### config.mk
export PLATFORM = sky130hd
export DESIGN_NAME = axis_packet_forwarder
export DESIGN_NICKNAME = d
export VERILOG_FILES = /design/src/rtl/axis_packet_forwarder.sv
export SDC_FILE = /design/constraint.sdc
export NUM_CORES = 1
export LEC_CHECK = 0
export CORE_MARGIN = 3
export CORE_UTILIZATION = 45
export DETAILED_ROUTE_END_ITERATION = 10
export DONT_BUFFER_PORTS = 1
export PLACE_DENSITY_LB_ADDON = 0.05
export SLEW_MARGIN = 20
export SYNTH_ARGS = -nofsm -noshare
export SYNTH_HDL_FRONTEND = slang
export SYNTH_SLANG_ARGS = --single-unit
### constraint.sdc
create_clock -name axi_aclk -period 3.55 [get_ports axi_aclk]
set_input_delay 0 -clock axi_aclk [delete_from_list [all_inputs] [get_ports axi_aclk]]
set_output_delay 0 -clock axi_aclk [all_outputs]
set_load 0.03 [all_outputs]
### src/rtl/axis_packet_forwarder.sv
// rtl/axis_packet_forwarder.sv - drains a filtered packet from the forwarder read port onto an AXI-Stream master
`timescale 1ns/1ps
module axis_packet_forwarder #(
  parameter int SNOOP_FWD_ADDR_WIDTH = 9,
  parameter int DATA_WIDTH           = 64,
  parameter int PLEN_WIDTH           = 10
) (
  input  logic                            axi_aclk,
  input  logic                            axi_aresetn,
  input  logic                            ready_for_forwarder,
  input  logic [PLEN_WIDTH-1:0]           len_to_forwarder,
  output logic [SNOOP_FWD_ADDR_WIDTH-1:0] forwarder_rd_addr,
  output logic                            forwarder_rd_en,
  input  logic [DATA_WIDTH-1:0]           forwarder_rd_data,
  output logic                            forwarder_done,
  output logic [DATA_WIDTH-1:0]           m_axis_tdata,
  output logic                            m_axis_tvalid,
  output logic                            m_axis_tlast,
  input  logic                            m_axis_tready
);

  typedef enum logic [1:0] {IDLE, STREAM, DONE} state_t;

  localparam logic [PLEN_WIDTH-1:0] MAX_LEN = PLEN_WIDTH'(1) << SNOOP_FWD_ADDR_WIDTH;

  state_t                  state, state_next;
  logic [PLEN_WIDTH-1:0]   len_q, rd_ptr, tx_cnt;
  logic [DATA_WIDTH-1:0]   entry0, entry1;
  logic [1:0]              count, occ;
  logic                    inflight, hold, pop, push, accept;

  assign pop    = m_axis_tvalid & m_axis_tready;
  assign push   = inflight;
  assign accept = (state == IDLE) && ready_for_forwarder && !hold;
  // Words held = buffered + in flight; a same-cycle pop frees a slot.
  assign occ    = count + {1'b0, inflight};

  assign forwarder_rd_en   = (state == STREAM) && (rd_ptr < len_q) &&
                             ((occ - {1'b0, pop}) < 2'd2);
  assign forwarder_rd_addr = rd_ptr[SNOOP_FWD_ADDR_WIDTH-1:0];
  assign forwarder_done    = (state == DONE);
  assign m_axis_tvalid     = (count != 2'd0);
  assign m_axis_tdata      = entry0;
  assign m_axis_tlast      = m_axis_tvalid && (tx_cnt == len_q - PLEN_WIDTH'(1));

  always_ff @(posedge axi_aclk or negedge axi_aresetn) begin
    if (!axi_aresetn) state <= IDLE;
    else              state <= state_next;
  end

  always_comb begin
    state_next = state;
    case (state)
      IDLE:    if (accept) state_next = STREAM;
      STREAM:  if ((len_q == '0) || (pop && m_axis_tlast)) state_next = DONE;
      DONE:    state_next = IDLE;
      default: state_next = IDLE;
    endcase
  end

  always_ff @(posedge axi_aclk or negedge axi_aresetn) begin
    if (!axi_aresetn) begin
      len_q    <= '0;
      rd_ptr   <= '0;
      tx_cnt   <= '0;
      inflight <= 1'b0;
      hold     <= 1'b0;
      count    <= 2'd0;
      entry0   <= '0;
      entry1   <= '0;
    end else begin
      // One blind cycle after DONE lets the filter drop ready_for_forwarder.
      hold     <= (state == DONE);
      inflight <= forwarder_rd_en;
      if (accept) begin
        len_q  <= (len_to_forwarder > MAX_LEN) ? MAX_LEN : len_to_forwarder;
        rd_ptr <= '0;
        tx_cnt <= '0;
      end else begin
        if (forwarder_rd_en) rd_ptr <= rd_ptr + PLEN_WIDTH'(1);
        if (pop)             tx_cnt <= tx_cnt + PLEN_WIDTH'(1);
      end
      // entry0 is always the head; entry1 only holds data when count is 2.
      case ({push, pop})
        2'b10: begin
          if (count == 2'd0) entry0 <= forwarder_rd_data;
          else               entry1 <= forwarder_rd_data;
          count <= count + 2'd1;
        end
        2'b01: begin
          entry0 <= entry1;
          count  <= count - 2'd1;
        end
        2'b11: begin
          if (count == 2'd1) begin
            entry0 <= forwarder_rd_data;
          end else begin
            entry0 <= entry1;
            entry1 <= forwarder_rd_data;
          end
        end
        default: ;
      endcase
    end
  end

endmodule

==> out/summary.md <==
The element type at the critical path end was a register. Area added between synthesis and finish: 21.39%. The achievable frequency was 309.5 MHz; the remaining antenna violation count after routing was 0. The die is 134.6 µm wide. The H-tree level count is 4.

After synthesis the cells add up to 7440 µm². The floorplan step set the die height to 134.6 µm. Non-filler instance count after layout: 968. For this design, the CTS-stage hold fixing added 79 buffers.

The slew at the pin closest to its max-slew limit is 720.7 ps. The Yosys step of the flow raised 0 warnings. The first global-routing pass estimated 29.06 mm of wire. Across the VDD grid, the largest voltage drop is 488.7 µV. The number of storage elements in the synthesis netlist works out to 164.

For the global-route met1 utilization, the log shows 25.68%. For this design, the sink count on the clock tree is 164. Synthesis produced 679 cells.

The first detailed-routing pass took 4 iterations. The class of the most critical hold timing path was in2async. The logs give 155 for the boundary pin count and 0 for the final global-route overflow total. Number of antenna violations at the first check in global routing: 0. The period utilization works out to 91.01%. TritonCTS built the clock tree.

In the final design database the tool counted 834 nets. For the final routed database, the setup TNS stands at 0 ps. The number of vias per cell came out at 5.477.

The run finished, with violations left. The worst path in the final design needs a cycle of 3231 ps, including I/O delays and setup. Cells fill 56.24% of the core in the end. Along the worst path, the maximum fanout reaches 16. Entering global routing, the biggest net connects 165 pins.

The buffer levels on the longest clock path was 2. The most used flip-flop cell after synthesis was sky130_fd_sc_hd__dfrtp_1. The logs give 16060 µm² for the core area and 0 for the number of buffers inserted by post-CTS setup repair. Max-cap violations in this run came to 0. Counting distinct cell types in the post-synthesis netlist gives 43.

For the area enclosed by the die boundary, the log shows 18110 µm². Summed over all nets, the half-perimeter wirelength after detailed placement is 11.22 mm. The final reports fail on hold timing.

Buffers placed on the I/O ports in this run total 0. For this block, the routed nets add up to 17.32 mm of wire. The critical path contains buffers and inverters numbering 3 combined.

The critical path arrival was 3580 ps; the worst hold slack was -725.1 ps. Across every metal layer, demand over resource in global routing totals 20.04%. For the summed area of non-filler cells in the final layout, the log shows 9031 µm². The placer congestion estimate is 0.7845. Averaged over all synthesized cells, the footprint is 10.96 µm².

The worst path meets setup with 319.2 ps of slack. For the number of nets produced by synthesis, the log shows 774. Setup repair after global routing left no endpoint under its margin. For the critical path data required time, the log shows 3900 ps. Quantity of gates resized following cts: 0. The tools report the kind of start point of the critical path as a register.

The later pin in the worst-skew pair is clocked with a latency of 430 ps. For this run, design rule violations remaining after detail routing come to 0. The overall via count from detail_route is 5302.

The cell area power density is 997.8 nW/µm². The tools report the final count of negative-setup-slack endpoints as 0. The most utilized layer in the global route result is met2.

The root buffer cell chosen for the clock tree is sky130_fd_sc_hd__clkbuf_16. For the power consumption, the log shows 9.011 mW. The layout has 1394 filler cells. On the worst path, the slowest cell contributes a delay of 550 ps. The fraction of layout instances using a drive strength above 1 was 15.82%. The worst relative slew slack is 51.95%.

After clock tree synthesis, the clock-pin slew on the worst setup and hold paths is 70 ps. The final-report hold violation count was 164; the static leakage power was 3.866 nW. Critical path's slowest cell: sky130_fd_sc_hd__or4_1. In the global route stage, met3 resource usage came out at 7.042%. In the global route stage, met2 resource usage came out at 33.18%. The via count of the first global-routing pass is 5504.

The first-iteration detailed-routing DRC count is 336. Yosys mapped a number of flops with a built-in enable equal to 0. The number of clock buffers added by TritonCTS is 17. The count of pins over their slew limit is 0. Prior to clock tree synthesis, the placed netlist has a worst setup slack of 346.4 ps. The average wire per standard cell was 17.89 µm. Traced cell by cell, the critical path runs through inv_1, ha_1, inv_1, nand2_1, inv_2, ha_1, xnor2_1, xnor2_1, a2111o_1, a21o_1, or4_1, a21oi_1. The setup path with the least slack is of type reg2reg.

The share of synthesized flip-flops with an asynchronous set or reset was 100.0%. For this configuration, the core starts out at a cell density of 46.33%. Across the routed clock network, the largest skew measured is 13.45 ps. The cell family with the largest share of critical-path delay was compound AO/OA/AOI/OAI gates. The run gives 0 as the antenna cell count.

In this run the core area contains 46 standard-cell rows. The logs give 856 for the number of placed instances with taps included and 55.16% for the part of the Yosys area used for sequential elements. Placed cell area: 7646 µm².
==> worst paths after layout <==
path,from,endpoint,slack [ps],depth (start not counted)
worst max-delay path,count[0],rd_ptr[7],320,12
worst min register to register,entry1[54],entry1[54],500,1
min in group axi_aclk,len_to_forwarder[6],len_q[6],280,3
worst min-delay path,axi_aresetn,len_q[7],-730,0
max in group asynchronous,axi_aresetn,entry1[37],4020,0
worst max register to register,count[0],rd_ptr[7],320,12
==> synthesized netlist by cell type (3+ instances only) <==
library cell / n / area share, %
sky130_fd_sc_hd__dfrtp_1: 164 / 55
sky130_fd_sc_hd__nand2_1: 87 / 4.4
sky130_fd_sc_hd__o21ai_0: 82 / 5.5
sky130_fd_sc_hd__a22oi_1: 65 / 6.6
sky130_fd_sc_hd__mux2_2: 64 / 9.7
sky130_fd_sc_hd__clkbuf_1: 37 / 1.9
sky130_fd_sc_hd__a21oi_1: 20 / 1.3
sky130_fd_sc_hd__inv_1: 18 / 0.91
sky130_fd_sc_hd__ha_1: 17 / 2.9
sky130_fd_sc_hd__nor2_1: 17 / 0.86
sky130_fd_sc_hd__xnor2_1: 13 / 1.5
sky130_fd_sc_hd__buf_4: 9 / 0.91
sky130_fd_sc_hd__nand4_1: 9 / 0.76
sky130_fd_sc_hd__nand3_1: 7 / 0.47
sky130_fd_sc_hd__or3_1: 7 / 0.59
sky130_fd_sc_hd__xor2_1: 7 / 0.82
sky130_fd_sc_hd__nand3b_1: 6 / 0.61
sky130_fd_sc_hd__a21o_1: 5 / 0.50
sky130_fd_sc_hd__nor3_1: 4 / 0.27
sky130_fd_sc_hd__o31ai_1: 4 / 0.40
sky130_fd_sc_hd__or4_1: 4 / 0.40
sky130_fd_sc_hd__and3_1: 3 / 0.25
sky130_fd_sc_hd__nand2b_1: 3 / 0.25
==> logic make-up (layout without fill, tap and decap cells) <==
family          Yosys count  after routing  synth area share (%)
xor+xnor                 20             20                 2.355
fa+ha+maj                17             17                 2.859
simple gates            158            158                 10.16
mux                      66             66                 9.956
flops                   164            164                 55.16
buf+inv                  68            141                 3.986
compound gates          186            186                 15.52
==> flip-flops by register name, summed over array words and instances, names as in the netlist <==
name          cells
entry1           64
hold              1
len_q            10
state             2
count             2
m_axis_tdata     64
tx_cnt           10
inflight          1
rd_ptr           10
==> cells in the final DEF (no fill, tap or decap), drive strengths merged, types with 6 or more instances in the layout <==
| master | count |
|---|---|
| a21oi | 20 |
| a22oi | 65 |
| buf | 10 |
| clkbuf | 17 |
| dfrtp | 164 |
| dlygate4sd3 | 79 |
| ha | 17 |
| inv | 27 |
| mux2 | 64 |
| nand2 | 87 |
| nand3 | 7 |
| nand3b | 6 |
| nand4 | 9 |
| nor2 | 17 |
| nor3 | 6 |
| o21ai | 83 |
| or3 | 7 |
| xnor2 | 13 |
| xor2 | 7 |
==> power by group <==
group	total, mW	internal, mW	switching, mW
Clock	1.75	0.927	0.823
Sequential	4.09	2.72	1.36
Combinational	3.17	1.48	1.69
==> cell type report <==
type | count | area [µm²] | area share [%]
flip-flops and latches | 164 | 4104 | 45.44
multi-input cells | 447 | 3079 | 34.10
repair buffers | 89 | 935.9 | 10.36
clock buffers | 17 | 425.4 | 4.710
well taps | 216 | 270.3 | 2.993
clock inverters | 15 | 141.4 | 1.566
inverters | 20 | 75.07 | 0.8313
==> routing by layer <==
layer  wire, µm  up-vias
met1       7562     2626
met2       8557      124
met4        126        0
met5          0        -
met3       1073        9
li1           -     2543
Note: power is estimated with default switching activity, not from simulation.
